==> src/rtl/div_arbiter.sv <==
// div_arbiter: shares one shift-subtract divider among N_REQ requesters.
// Round-robin grant, one division in flight, signed support via
// sign/magnitude pre/post-processing, divide-by-zero answered without the core.
//
// Handshake semantics (both directions): a transfer happens on a rising
// edge where valid and ready are both high. A requester holds req_valid and
// its operands until it sees req_ready; the block holds rsp_valid and the
// rsp_* buses stable until the owning requester's rsp_ready is high.

// div_subshift: unsigned restoring divider, one quotient bit per cycle.
// done idles high, drops the cycle after start, rises after W steps.
module div_subshift #(
  parameter int W = 32
) (
  input  logic         clk,
  input  logic         rst,
  input  logic         start,
  input  logic [W-1:0] dividend,
  input  logic [W-1:0] divisor,
  output logic         done,
  output logic [W-1:0] quotient,
  output logic [W-1:0] remainder
);
  localparam int CW = $clog2(W + 1);

  logic [CW-1:0] r_cnt;
  logic [W-1:0]  r_q;
  logic [W-1:0]  r_r;
  logic [W-1:0]  r_d;
  logic          r_done;
  logic [W:0]    w_trial;
  logic [W:0]    w_diff;
  logic          w_ge;

  // Trial subtraction of the divisor from the shifted partial remainder
  always_comb begin
    w_trial = {r_r, r_q[W-1]};
    w_diff  = w_trial - {1'b0, r_d};
    w_ge    = ~w_diff[W];
  end

  // Load on start, then shift one quotient bit in per cycle
  always_ff @(posedge clk or posedge rst) begin
    if (rst) begin
      r_cnt  <= '0;
      r_q    <= '0;
      r_r    <= '0;
      r_d    <= '0;
      r_done <= 1'b1;
    end else if (start) begin
      r_q    <= dividend;
      r_r    <= '0;
      r_d    <= divisor;
      r_cnt  <= CW'(W);
      r_done <= 1'b0;
    end else if (r_cnt != '0) begin
      r_r   <= w_ge ? w_diff[W-1:0] : w_trial[W-1:0];
      r_q   <= {r_q[W-2:0], w_ge};
      r_cnt <= r_cnt - CW'(1);
      if (r_cnt == CW'(1)) r_done <= 1'b1;
    end
  end

  assign done      = r_done;
  assign quotient  = r_q;
  assign remainder = r_r;
endmodule

module div_arbiter #(
  parameter int DATA_W = 32,
  parameter int N_REQ  = 4,
  parameter int ID_W   = $clog2(N_REQ)
) (
  input  logic                    clk,
  input  logic                    rst,
  input  logic [N_REQ-1:0]        req_valid,
  output logic [N_REQ-1:0]        req_ready,
  input  logic [N_REQ-1:0]        req_signed,
  input  logic [N_REQ*DATA_W-1:0] req_dividend,
  input  logic [N_REQ*DATA_W-1:0] req_divisor,
  output logic [N_REQ-1:0]        rsp_valid,
  input  logic [N_REQ-1:0]        rsp_ready,
  output logic [DATA_W-1:0]       rsp_quotient,
  output logic [DATA_W-1:0]       rsp_remainder,
  output logic                    busy,
  output logic [ID_W-1:0]         grant_id,
  output logic [1:0]              dbg_state
);
  typedef enum logic [1:0] {
    S_IDLE  = 2'd0,
    S_START = 2'd1,
    S_RUN   = 2'd2,
    S_RESP  = 2'd3
  } state_t;

  state_t              r_state;
  logic [ID_W-1:0]     r_last;
  logic [ID_W-1:0]     r_gid;
  logic [DATA_W-1:0]   r_dvd;
  logic [DATA_W-1:0]   r_dvs;
  logic                r_sgn;
  logic                r_seen_low;
  logic [N_REQ-1:0]    r_rsp_valid;
  logic [DATA_W-1:0]   r_q;
  logic [DATA_W-1:0]   r_r;

  logic                w_any;
  logic [ID_W-1:0]     w_gnt;
  logic [DATA_W-1:0]   w_sel_dvd;
  logic [DATA_W-1:0]   w_sel_dvs;
  logic [N_REQ-1:0]    w_own;
  logic                w_neg_dvd;
  logic                w_neg_dvs;
  logic [DATA_W-1:0]   w_mag_dvd;
  logic [DATA_W-1:0]   w_mag_dvs;
  logic [DATA_W-1:0]   w_q_fix;
  logic [DATA_W-1:0]   w_r_fix;
  logic                w_core_start;
  logic                w_core_done;
  logic [DATA_W-1:0]   w_core_q;
  logic [DATA_W-1:0]   w_core_r;

  // Round-robin pick: scan downward so the nearest requester above r_last wins
  always_comb begin
    int idx;
    logic [ID_W-1:0] w_cand;
    w_any  = 1'b0;
    w_gnt  = '0;
    idx    = 0;
    w_cand = '0;
    for (int k = N_REQ; k >= 1; k--) begin
      idx    = (int'(r_last) + k) % N_REQ;
      w_cand = ID_W'(idx);
      if (req_valid[w_cand]) begin
        w_any = 1'b1;
        w_gnt = w_cand;
      end
    end
  end

  // Winner's operands, one-hot accept (IDLE only) and owner one-hot
  always_comb begin
    w_sel_dvd = req_dividend[int'(w_gnt)*DATA_W +: DATA_W];
    w_sel_dvs = req_divisor[int'(w_gnt)*DATA_W +: DATA_W];
    for (int i = 0; i < N_REQ; i++) begin
      req_ready[i] = (r_state == S_IDLE) && w_any && (w_gnt == ID_W'(i));
      w_own[i]     = (r_gid == ID_W'(i));
    end
  end

  // Sign/magnitude conversion into the core and sign correction out of it
  always_comb begin
    w_neg_dvd = r_sgn & r_dvd[DATA_W-1];
    w_neg_dvs = r_sgn & r_dvs[DATA_W-1];
    w_mag_dvd = w_neg_dvd ? (~r_dvd + 1'b1) : r_dvd;
    w_mag_dvs = w_neg_dvs ? (~r_dvs + 1'b1) : r_dvs;
    w_q_fix   = (w_neg_dvd ^ w_neg_dvs) ? (~w_core_q + 1'b1) : w_core_q;
    w_r_fix   = w_neg_dvd ? (~w_core_r + 1'b1) : w_core_r;
  end

  assign w_core_start = (r_state == S_START);

  div_subshift #(.W(DATA_W)) u_core (
    .clk       (clk),
    .rst       (rst),
    .start     (w_core_start),
    .dividend  (w_mag_dvd),
    .divisor   (w_mag_dvs),
    .done      (w_core_done),
    .quotient  (w_core_q),
    .remainder (w_core_r)
  );

  // Control FSM: accept, start core, wait for done low-then-high, respond
  always_ff @(posedge clk or posedge rst) begin
    if (rst) begin
      r_state     <= S_IDLE;
      r_last      <= ID_W'(N_REQ - 1);
      r_gid       <= '0;
      r_dvd       <= '0;
      r_dvs       <= '0;
      r_sgn       <= 1'b0;
      r_seen_low  <= 1'b0;
      r_rsp_valid <= '0;
      r_q         <= '0;
      r_r         <= '0;
    end else begin
      case (r_state)
        S_IDLE: begin
          if (w_any) begin
            r_gid      <= w_gnt;
            r_last     <= w_gnt;
            r_dvd      <= w_sel_dvd;
            r_dvs      <= w_sel_dvs;
            r_sgn      <= req_signed[w_gnt];
            r_seen_low <= 1'b0;
            if (w_sel_dvs == '0) begin
              // Divide by zero bypasses the core entirely
              r_q         <= '1;
              r_r         <= w_sel_dvd;
              r_rsp_valid <= req_ready;
              r_state     <= S_RESP;
            end else begin
              r_state <= S_START;
            end
          end
        end
        S_START: r_state <= S_RUN;
        S_RUN: begin
          if (!w_core_done) begin
            r_seen_low <= 1'b1;
          end else if (r_seen_low) begin
            r_q         <= w_q_fix;
            r_r         <= w_r_fix;
            r_rsp_valid <= w_own;
            r_state     <= S_RESP;
          end
        end
        S_RESP: begin
          if (rsp_ready[r_gid]) begin
            r_rsp_valid <= '0;
            r_state     <= S_IDLE;
          end
        end
        default: r_state <= S_IDLE;
      endcase
    end
  end

  assign rsp_valid     = r_rsp_valid;
  assign rsp_quotient  = r_q;
  assign rsp_remainder = r_r;
  assign busy          = (r_state != S_IDLE);
  assign grant_id      = r_gid;
  assign dbg_state     = r_state;
endmodule

==> config.mk <==
export PLATFORM = sky130hd
export DESIGN_NAME = div_arbiter
export DESIGN_NICKNAME = d
export VERILOG_FILES = /design/src/rtl/div_arbiter.sv
export SDC_FILE = /design/constraint.sdc
export NUM_CORES = 1
export LEC_CHECK = 0
export ABC_CLOCK_PERIOD_IN_PS = 21500
export CAP_MARGIN = 15
export CORE_AREA = 2 2 196 198
export CTS_BUF_LIST = sky130_fd_sc_hd__clkbuf_8
export DETAILED_ROUTE_END_ITERATION = 7
export DIE_AREA = 0 0 198 200
export PLACE_DENSITY = 0.81
export REMOVE_ABC_BUFFERS = 1
export SLEW_MARGIN = 20
export SYNTH_ARGS = -nofsm -noshare
export SYNTH_HDL_FRONTEND = slang
export SYNTH_SLANG_ARGS = --single-unit
==> constraint.sdc <==
create_clock -name clk -period 21.5 [get_ports clk]
set_clock_uncertainty 0.1 [all_clocks]
set_input_delay 4.3 -clock clk [delete_from_list [all_inputs] [get_ports clk]]
set_output_delay 4.3 -clock clk [all_outputs]
set_load 0.005 [all_outputs]
Yosys cells after proc, flatten, opt, wreduce, memory -nomap -nowiden
Cells that the tools add are included.

Logic and storage cells: 137. Input bits: 270. Bits in registers: 243. Output and inout bits: 77.

Shifts and indexed selects: 2. $lt $le $gt $ge: 6. $add $sub $neg: 10. Eq/ne operators: 16. Bitwise logic cells: 8. Mux-type cells: 59. Reductions and logical operators: 21.

Operators with widths (count): $mux 32 (17); $shiftx 128x8->32 (2); $add 32x1->32 const B (4); $not 32->32 (4); $pmux 32 s2 (2); $sub 33x32->33 (1); $logic_not 32->1 (1); $mux 4 (5); $lt 2x3->1 const B (6); $mux 2 (9); $mux 1 (15); $bmux 1 s2 (6); $eq 2x2->1 const B (6); $mux 6 (2); $pmux 4 s3 (1); $ne 2x2->1 const B (4); $pmux 2 s4 (1); $reduce_bool 2->1 (4); $eq 2x1->1 const B (3); $eq 6x1->1 const B (1); $logic_not 2->1 (3); $reduce_and 6->1 (1); $reduce_bool 6->1 (1); $sub 6x1->6 const B (1); 13 further kinds (22).

Depth between registers and ports, before layout
Gate-level depths: netlist of the first run.

Depth after elaboration: 12. Depth in mapped cells: 15. Mapped depth without buffers: 13.

Cells and area by module
A second synthesis of the first run with hierarchy kept.

Cells, all modules: 2452. Area, all modules: 19263.5 µm².

By module, submodules not included: div_arbiter (times used 1, area each 12484.5 µm², cells each 1664, seq. area each 3505.9 µm²); div_subshift (times used 1, area each 6779.0 µm², cells each 788, seq. area each 2578.7 µm²).

Worst setup path after synthesis of the first run
No wires, ideal clock.

Kind: input-to-output. From: input port req_valid[3]. To: output port req_ready[1]. Arrival time: 5.857 ns. Path slack: 11.243 ns. Data required time: 17.100 ns. Path buffers: 4. Stages: 8. Cell sequence: mux2i_1 a2bb2oi_1 clkbuf_1 clkbuf_1 and2_1 clkbuf_1 clkbuf_1 nor2_1.

Cells in the longest elaborated chain, start to end: 8. Elaborated cells on any way between the ends: 19. Classes of those cells: eq/ne: 1; mux: 16; reduce/logical: 2.

RTL lines: start: declaration (RTL line 76) `input logic [N_REQ-1:0] req_valid,`; $bmux 1 s2 (RTL line 134) `if (req_valid[w_cand]) begin`; $mux 1 (not written as such) (RTL line 134); $mux 2 / $mux 1 (equally long branches) (4 in series) (RTL line 134); $eq 2x1->1 / $logic_and 1x1->1 (equally long branches) (RTL line 146) `req_ready[i] = (r_state == S_IDLE) && w_any && (w_gnt == ID_W'(i));`; $logic_and 1x1->1 (*) (RTL line 146); end: declaration (RTL line 77) `output logic [N_REQ-1:0] req_ready,`.

Mark *: on every way between the ends. The rest lies on a longest branch, timed or not. The select of a mux whose other input is x is not followed.

Worst setup path in the final report of the first run
From: input port req_valid[3]. To: output port req_ready[3].

Cells in the longest elaborated chain, start to end: 8. Elaborated cells on any way between the ends: 19. Classes of those cells: eq/ne: 1; mux: 16; reduce/logical: 2.

RTL lines (RTL line): $bmux 1 s2 (134); $mux 1 (not written as such) (134); $mux 2 / $mux 1 (equally long branches) (4 in series) (134); $eq 2x2->1 / $logic_and 1x1->1 (equally long branches) (146); $logic_and 1x1->1 (*) (146).

Marks and branches as above.

==> results.md, run 1 <==
* Hold Startpoint: rsp_quotient[8]
* Core Util, Final at 0.576
* H-tree levels at 2
* Placed Area at between 0.02 and 0.025 mm^2
* Critical Path Max Stage Delay at 0.63 ns
* Main flop type after synthesis: dfrtp_1
* Max Fclk at between 0.08 and 0.09 GHz
* Reg power frac at 0.272
* N_diodes at 0
* Fin crit share at 0.535
* Setup Viol. Count Final at 0
* Initial Util at 0.448
* Design Area, Final at roughly 0.022 mm^2
* Hold/Removal Path Class: flop to flop
* R2r setup slk at about 16 ns
* WHS Path Cells at 1
* Core Box Area at 0.0374 mm^2
* Layout cell share with drive strength beyond 1 at 0.0623
* Kind of critical path: input port to primary output
* Async S/R FF share, synth at 1.00
* Post-CTS Setup Bufs at 0
* Post-route ant nets at 0
* Sequential-to-total area share from yosys stat at 0.363
* Commonest non-fill, non-tap cell in the layout: nand2_1
* Startpoint Class: input port
* # hold bufs at CTS at 0
* Wirelength per Cell at 16.3 um
* Die Area at 0.0396 mm^2
* Mapped Cells at 2034
* First-iteration detailed-routing DRC count at between 800 and 900
* Residual DRC count at 0
* Yosys top cell by area: dfrtp_1
* Worst-margin pin slew at a little over 1 ns
* CP required at 17.10 ns
* Crit. End Element: primary output
* R2R Path Start: r_last[1]
* Layout Nets at roughly 2.6k
* PD cells at approximately 160 mW/mm^2
* First-pass GRT wire length at between 70 and 80 mm
* Die height at ~200 um
* Critical Path Stages at 8
* Static leakage at slightly above 9 nW
* Sw power at about 0.0015 W
* Sink of the worst hold path: rsp_quotient[8]
* CTS max path bufs at 3
* Final Routed Wirelength at approximately 47 mm
* Vias post-DR at 15.6k
* Number of flops mapped to enable cells by yosys at 0
* Initial antenna violation count at 0
* Cts repair resizes at 0
* Final Max Tran Viols at 0
* Clock Tree Root: clkbuf_8
* Power share of the combinational group at 0.592
* Synthesized cell area at roughly 0.017 mm^2
* Post-synthesis area per instance at roughly 8.2 um^2
* Critical-path cell list: clkdlybuf4s50_1, mux2i_1, a2bb2oi_4, buf_4, and2_2, buf_4, nor2_1, clkdlybuf4s50_1
* Maximum number of pins on one net before global-route repair at 130
* Via-to-Cell Ratio at between 5 and 6
* Area delta synth->final at 28.5%
* Max cap viols at 0
* Worst EP arrival at 7.11 ns
* Worst R2R End: rsp_quotient[0]
* Most frequent cells in the layout: nand2_1, clkdlybuf4s50_1, dfrtp_1
* Synthesis-stage register bit count at between 200 and 250
* Internal at ~0.0018 W
* Status: finished, final reports clean
* CP bufs+invs at 4
* Worst-Skew Late Latency at ~0.58 ns
* Synth top area cells: dfrtp_1, nand2_1, a211oi_1
* Number of I/O pins at about 350
* Crit-path max FO at 72
* Reg2reg path depth at 12
* CTS tree: done
* VDD IR max at ~200 uV
* Die Width at about 200 um
* Warnings from Yosys at 0
* Tmin final at roughly 12 ns
* Relative slew slack at 0.316
* CP delay by family, top: buffers and inverters
* Power share of the clock group at 0.136
* Net switching share of the total power at 0.455
* Sink Count at between 200 and 250
* RD Place Congestion at between 0.8 and 0.9
* Area share of the largest cell type after synthesis at 0.359
* HPWL Detailed at between 30 and 40 mm
* Port Buf Inserts at 346
* RSZ-0062 raised after global routing: no
* All-Layer GR Usage at 0.234
* Clock buffer count from CTS at 43
* Clk slew on worst S/H paths at about 0.05 ns
* Netlist cell types at 70
* TNS Setup at 0 ns
* Vias in the first global route at between 15k and 20k
* Gr ovfl total at 0
* Final hold vios at 0
* CP max-delay cell: buf_4
* Number of cell rows at 71
* DR pass1 iterations at 5
==> how the worst max path moves through the flow <==
stage                             from           end  slack, ns
after floorplan           req_valid[3]  req_ready[0]       8.05
after global placement    req_valid[3]  req_ready[3]      10.10
after detailed placement  req_valid[3]  req_ready[3]       10.0
after CTS                 req_valid[3]  req_ready[1]       9.99
after global routing      req_valid[3]  req_ready[3]       9.73
final                     req_valid[3]  req_ready[3]       9.99
==> per-layer routing <==
layer / share of wire / wire (um) / vias up / global-route usage
li1: - / - / 7781 / -
met1: 0.45 / 21000 / 7315 / 0.306
met2: 0.48 / 22600 / 398 / 0.409
met3: 0.046 / 2160 / 66 / 0.0301
met4: 0.020 / 914 / 0 / 0.0618
met5: 0 / 0 / - / 0
==> flip-flops by register name (all words and copies together), names as in the netlist <==
signal            cells
u_core.r_cnt          6
u_core.done           1
u_core.quotient      32
u_core.r_d           32
rsp_quotient         32
r_dvd                32
rsp_remainder        32
r_dvs                32
rsp_valid             4
dbg_state             2
r_last                2
u_core.remainder     32
r_sgn                 1
grant_id              2
r_seen_low            1
==> stage by stage <==
stage | setup WS [ns] | hold WS (ns) | std cells | total power (W)
after CTS | 9.99 | 0.398 | 2854 | 0.00338
after global placement | 10.10 | 0.361 | 2775 | 0.00284
after floorplan | 8.05 | 0.350 | 1900 | 0.00233
final | 9.99 | 0.388 | 2854 | 0.00337
after global routing | 9.73 | 0.411 | 2854 | 0.00368
after detailed placement | 10.0 | 0.384 | 2775 | 0.00291
==> worst reg2reg max path, stage by stage (launching register included) <==
cell       delay [ns]
dfstp_2          0.65
mux2i_1          0.33
a2bb2oi_4        0.15
buf_4            0.41
nand2_4          0.44
buf_4            0.53
a211oi_1         0.50
o22ai_1          0.15
nor4_1           0.58
a41o_1           0.38
nand3b_1         0.10
buf_4            0.36
mux2_1           0.51
==> power groups by stage <==
stage | sequential, W | combinational (W) | clock [W]
detailed placement | 0.000922 | 0.00199 | 0
floorplan | 0.000863 | 0.00147 | 0
CTS | 0.000914 | 0.00200 | 0.000469
global placement | 0.000907 | 0.00193 | 0
finish | 0.000918 | 0.00200 | 0.000459
global route | 0.000952 | 0.00224 | 0.000491
==> cell type report <==
type                    count  area [um^2]
clock inverters            22          159
well taps                 511          639
inverters                  66          255
clock buffers              57          785
repair buffers            364         3610
multi-input cells        1591        10000
fillers                  3316        15900
flip-flops and latches    243         6080
==> cell families (layout without fill, tap and decap cells) <==
family                   count (synthesis)  in the layout  share of synthesized area
XOR/XNOR                               139            139                     0.0727
AND/OR/NAND/NOR                        767            767                      0.208
flip-flops                             243            243                      0.363
AO/OA/AOI/OAI                          511            511                      0.193
multiplexers                           131            131                     0.0843
buffers and inverters                  200            509                     0.0462
adder cells (fa/ha/maj)                 43             43                     0.0326
==> Yosys cell counts, drive strengths merged (61+ instances only) <==
library cell / instances
clkbuf: 110
mux2: 71
and3: 70
dfrtp: 240
nand3: 85
xor2: 61
a21oi: 106
o21ai: 146
inv: 66
xnor2: 78
nor2: 124
nand2: 378
a211oi: 98
No activity file was read; power rests on OpenSTA's default activity.
==> run 2: changes to the inputs <==
--- a/config.mk
+++ b/config.mk
@@ -5,13 +5,13 @@
 export SDC_FILE = /design/constraint.sdc
 export NUM_CORES = 1
 export LEC_CHECK = 0
-export ABC_CLOCK_PERIOD_IN_PS = 21500
+export ABC_CLOCK_PERIOD_IN_PS = 10400
 export CAP_MARGIN = 15
 export CORE_AREA = 2 2 196 198
 export CTS_BUF_LIST = sky130_fd_sc_hd__clkbuf_8
 export DETAILED_ROUTE_END_ITERATION = 7
 export DIE_AREA = 0 0 198 200
-export PLACE_DENSITY = 0.81
+export PLACE_DENSITY = 0.84
 export REMOVE_ABC_BUFFERS = 1
 export SLEW_MARGIN = 20
 export SYNTH_ARGS = -nofsm -noshare
==> constraint.sdc (replaced) <==
create_clock -name clk -period 10.4 [get_ports clk]
set_clock_uncertainty 0.1 [all_clocks]
set_input_delay 2.08 -clock clk [delete_from_list [all_inputs] [get_ports clk]]
set_output_delay 2.08 -clock clk [all_outputs]
set_load 0.005 [all_outputs]
==> results.md, run 2 (synthesized netlist as in run 1, its figures left out) <==
* PD cells at between 300 and 400 mW/mm^2
* Relative slew slack at 0.336
* # hold bufs at CTS at 0
* Layout cell share with drive strength beyond 1 at 0.0590
* CP bufs+invs at 4
* Port Buf Inserts at roughly 350
* Area delta synth->final at 27.8%
* Die height at 200 um
* Tmin final at about 7 ns
* Critical Path Max Stage Delay at 0.63 ns
* Via-to-Cell Ratio at between 5 and 6
* Number of fill cells in the layout at 3312
* Critical Path Stages at 8
* WHS Path Cells at 1
* CTS tree: done
* Maximum number of pins on one net before global-route repair at 130
* Sink Count at approximately 240
* CTS max path bufs at 3
* CP max-delay cell: buf_4
* Core Util, Final at 0.572
* DR pass1 iterations at 5
* CP delay by family, top: buffers and inverters
* Most frequent cells in the layout: nand2_1, clkdlybuf4s50_1, dfrtp_1
* H-tree levels at 2
* Cts repair resizes at 0
* Kind of critical path: input port to primary output
* Die Width at between 150 and 200 um
* Vias post-DR at 15.8k
* Startpoint Class: input port
* Worst EP arrival at approximately 4.9 ns
* RSZ-0062 raised after global routing: no
* Post-Place Cells at ~2.8k
* CP required at ~8 ns
* Total Power at ~0.0069 W
* Final Max Tran Viols at 0
* Worst-margin pin slew at around 1 ns
* Gr ovfl total at 0
* Fin crit share at 0.682
* Vias in the first global route at between 15k and 20k
* Static leakage at 9.03 nW
* Core Box Area at roughly 0.037 mm^2
* Clock Tree Root: clkbuf_8
* VDD IR max at approximately 270 uV
* Clock buffer count from CTS at 42
* Max cap viols at 0
* Die Area at between 0.03 and 0.04 mm^2
* Hold/Removal Path Class: flop to flop
* Max Fclk at around 0.14 GHz
* Reg2reg path depth at 12
* Clk slew on worst S/H paths at 0.05 ns
* Number of cell rows at 71
* First-iteration detailed-routing DRC count at just over 1k
* Final std cells w/o fill at between 2k and 3k
* Post-route ant nets at 0
* Initial antenna violation count at 0
* TNS Setup at 0 ns
* Number of I/O pins at between 300 and 400
* First-pass GRT wire length at approximately 77 mm
* Layout Nets at approximately 2.6k
* Initial Util at 0.448
* Residual DRC count at 0
* Worst-Skew Late Latency at ~0.58 ns
* Final hold vios at 0
* Post-CTS Setup Bufs at 0
* Wirelength per Cell at approximately 17 um
* Crit. End Element: primary output
* Crit-path max FO at 72
* Commonest non-fill, non-tap cell in the layout: nand2_1
* All-Layer GR Usage at 0.239
* HPWL Detailed at approximately 35 mm
* Critical-path cell list: clkdlybuf4s50_1, mux2i_1, a2bb2oi_4, buf_4, and2_2, buf_4, nor2_1, clkdlybuf4s50_1
* RD Place Congestion at 0.844
* Setup Viol. Count Final at 0
* Final Routed Wirelength at between 40 and 50 mm
* Status: finished, final reports clean
==> run 2: changes by cell type in the layout (fill, tap and decap cells not counted), sizes merged, moves of 2 or more <==
cell,before,now
clkinv,4,2
buf,18,20
inv,81,85
clkbuf,57,51
bufinv,2,0
==> run 2: power by group <==
group	switching [W]	internal (W)	leakage, nW
logic	0.00228	0.00185	5.67
registers	0.000485	0.00142	2.89
clock network	0.000399	0.000445	0.476
==> run 2: cell type report <==
cell class | count | area [um^2] | share of cell area
multi-input cells | 1591 | 10000 | 0.467
clock buffers | 51 | 702 | 0.0328
inverters | 66 | 255 | 0.0119
clock inverters | 21 | 101 | 0.00473
repair buffers | 366 | 3620 | 0.169
well taps | 511 | 639 | 0.0299
flip-flops and latches | 243 | 6080 | 0.284
diodes | 1 | 2.50 | 0.000117
==> run 2: worst paths after layout <==
path | slack [ns] | end | start
max in group asynchronous | 6.76 | u_core.r_d[13] | rst
min reg2reg | 0.39 | rsp_quotient[6] | rsp_quotient[6]
min in group asynchronous | 1.95 | rsp_quotient[2] | rst
max | 3.31 | req_ready[3] | req_valid[3]
max reg2reg | 5.04 | rsp_quotient[0] | r_last[1]
min | 0.39 | rsp_quotient[6] | rsp_quotient[6]
==> run 2: per-stage QoR <==
stage / setup slack, ns / hold slack [ns] / instance area [um^2]
final: 3.31 / 0.388 / 21400
after detailed placement: 3.18 / 0.379 / 20600
after global routing: 3.09 / 0.409 / 21400
after floorplan: 0.165 / 0.350 / 16200
after global placement: 3.14 / 0.374 / 20600
after CTS: 3.33 / 0.394 / 21400
==> run 2: per-layer routing <==
metal / vias to the layer above / share of wire / track usage
met5: - / 0 / 0
met4: 0 / 0.034 / 0.0938
met3: 99 / 0.052 / 0.0351
met2: 475 / 0.47 / 0.407
met1: 7459 / 0.44 / 0.309
li1: 7795 / - / -
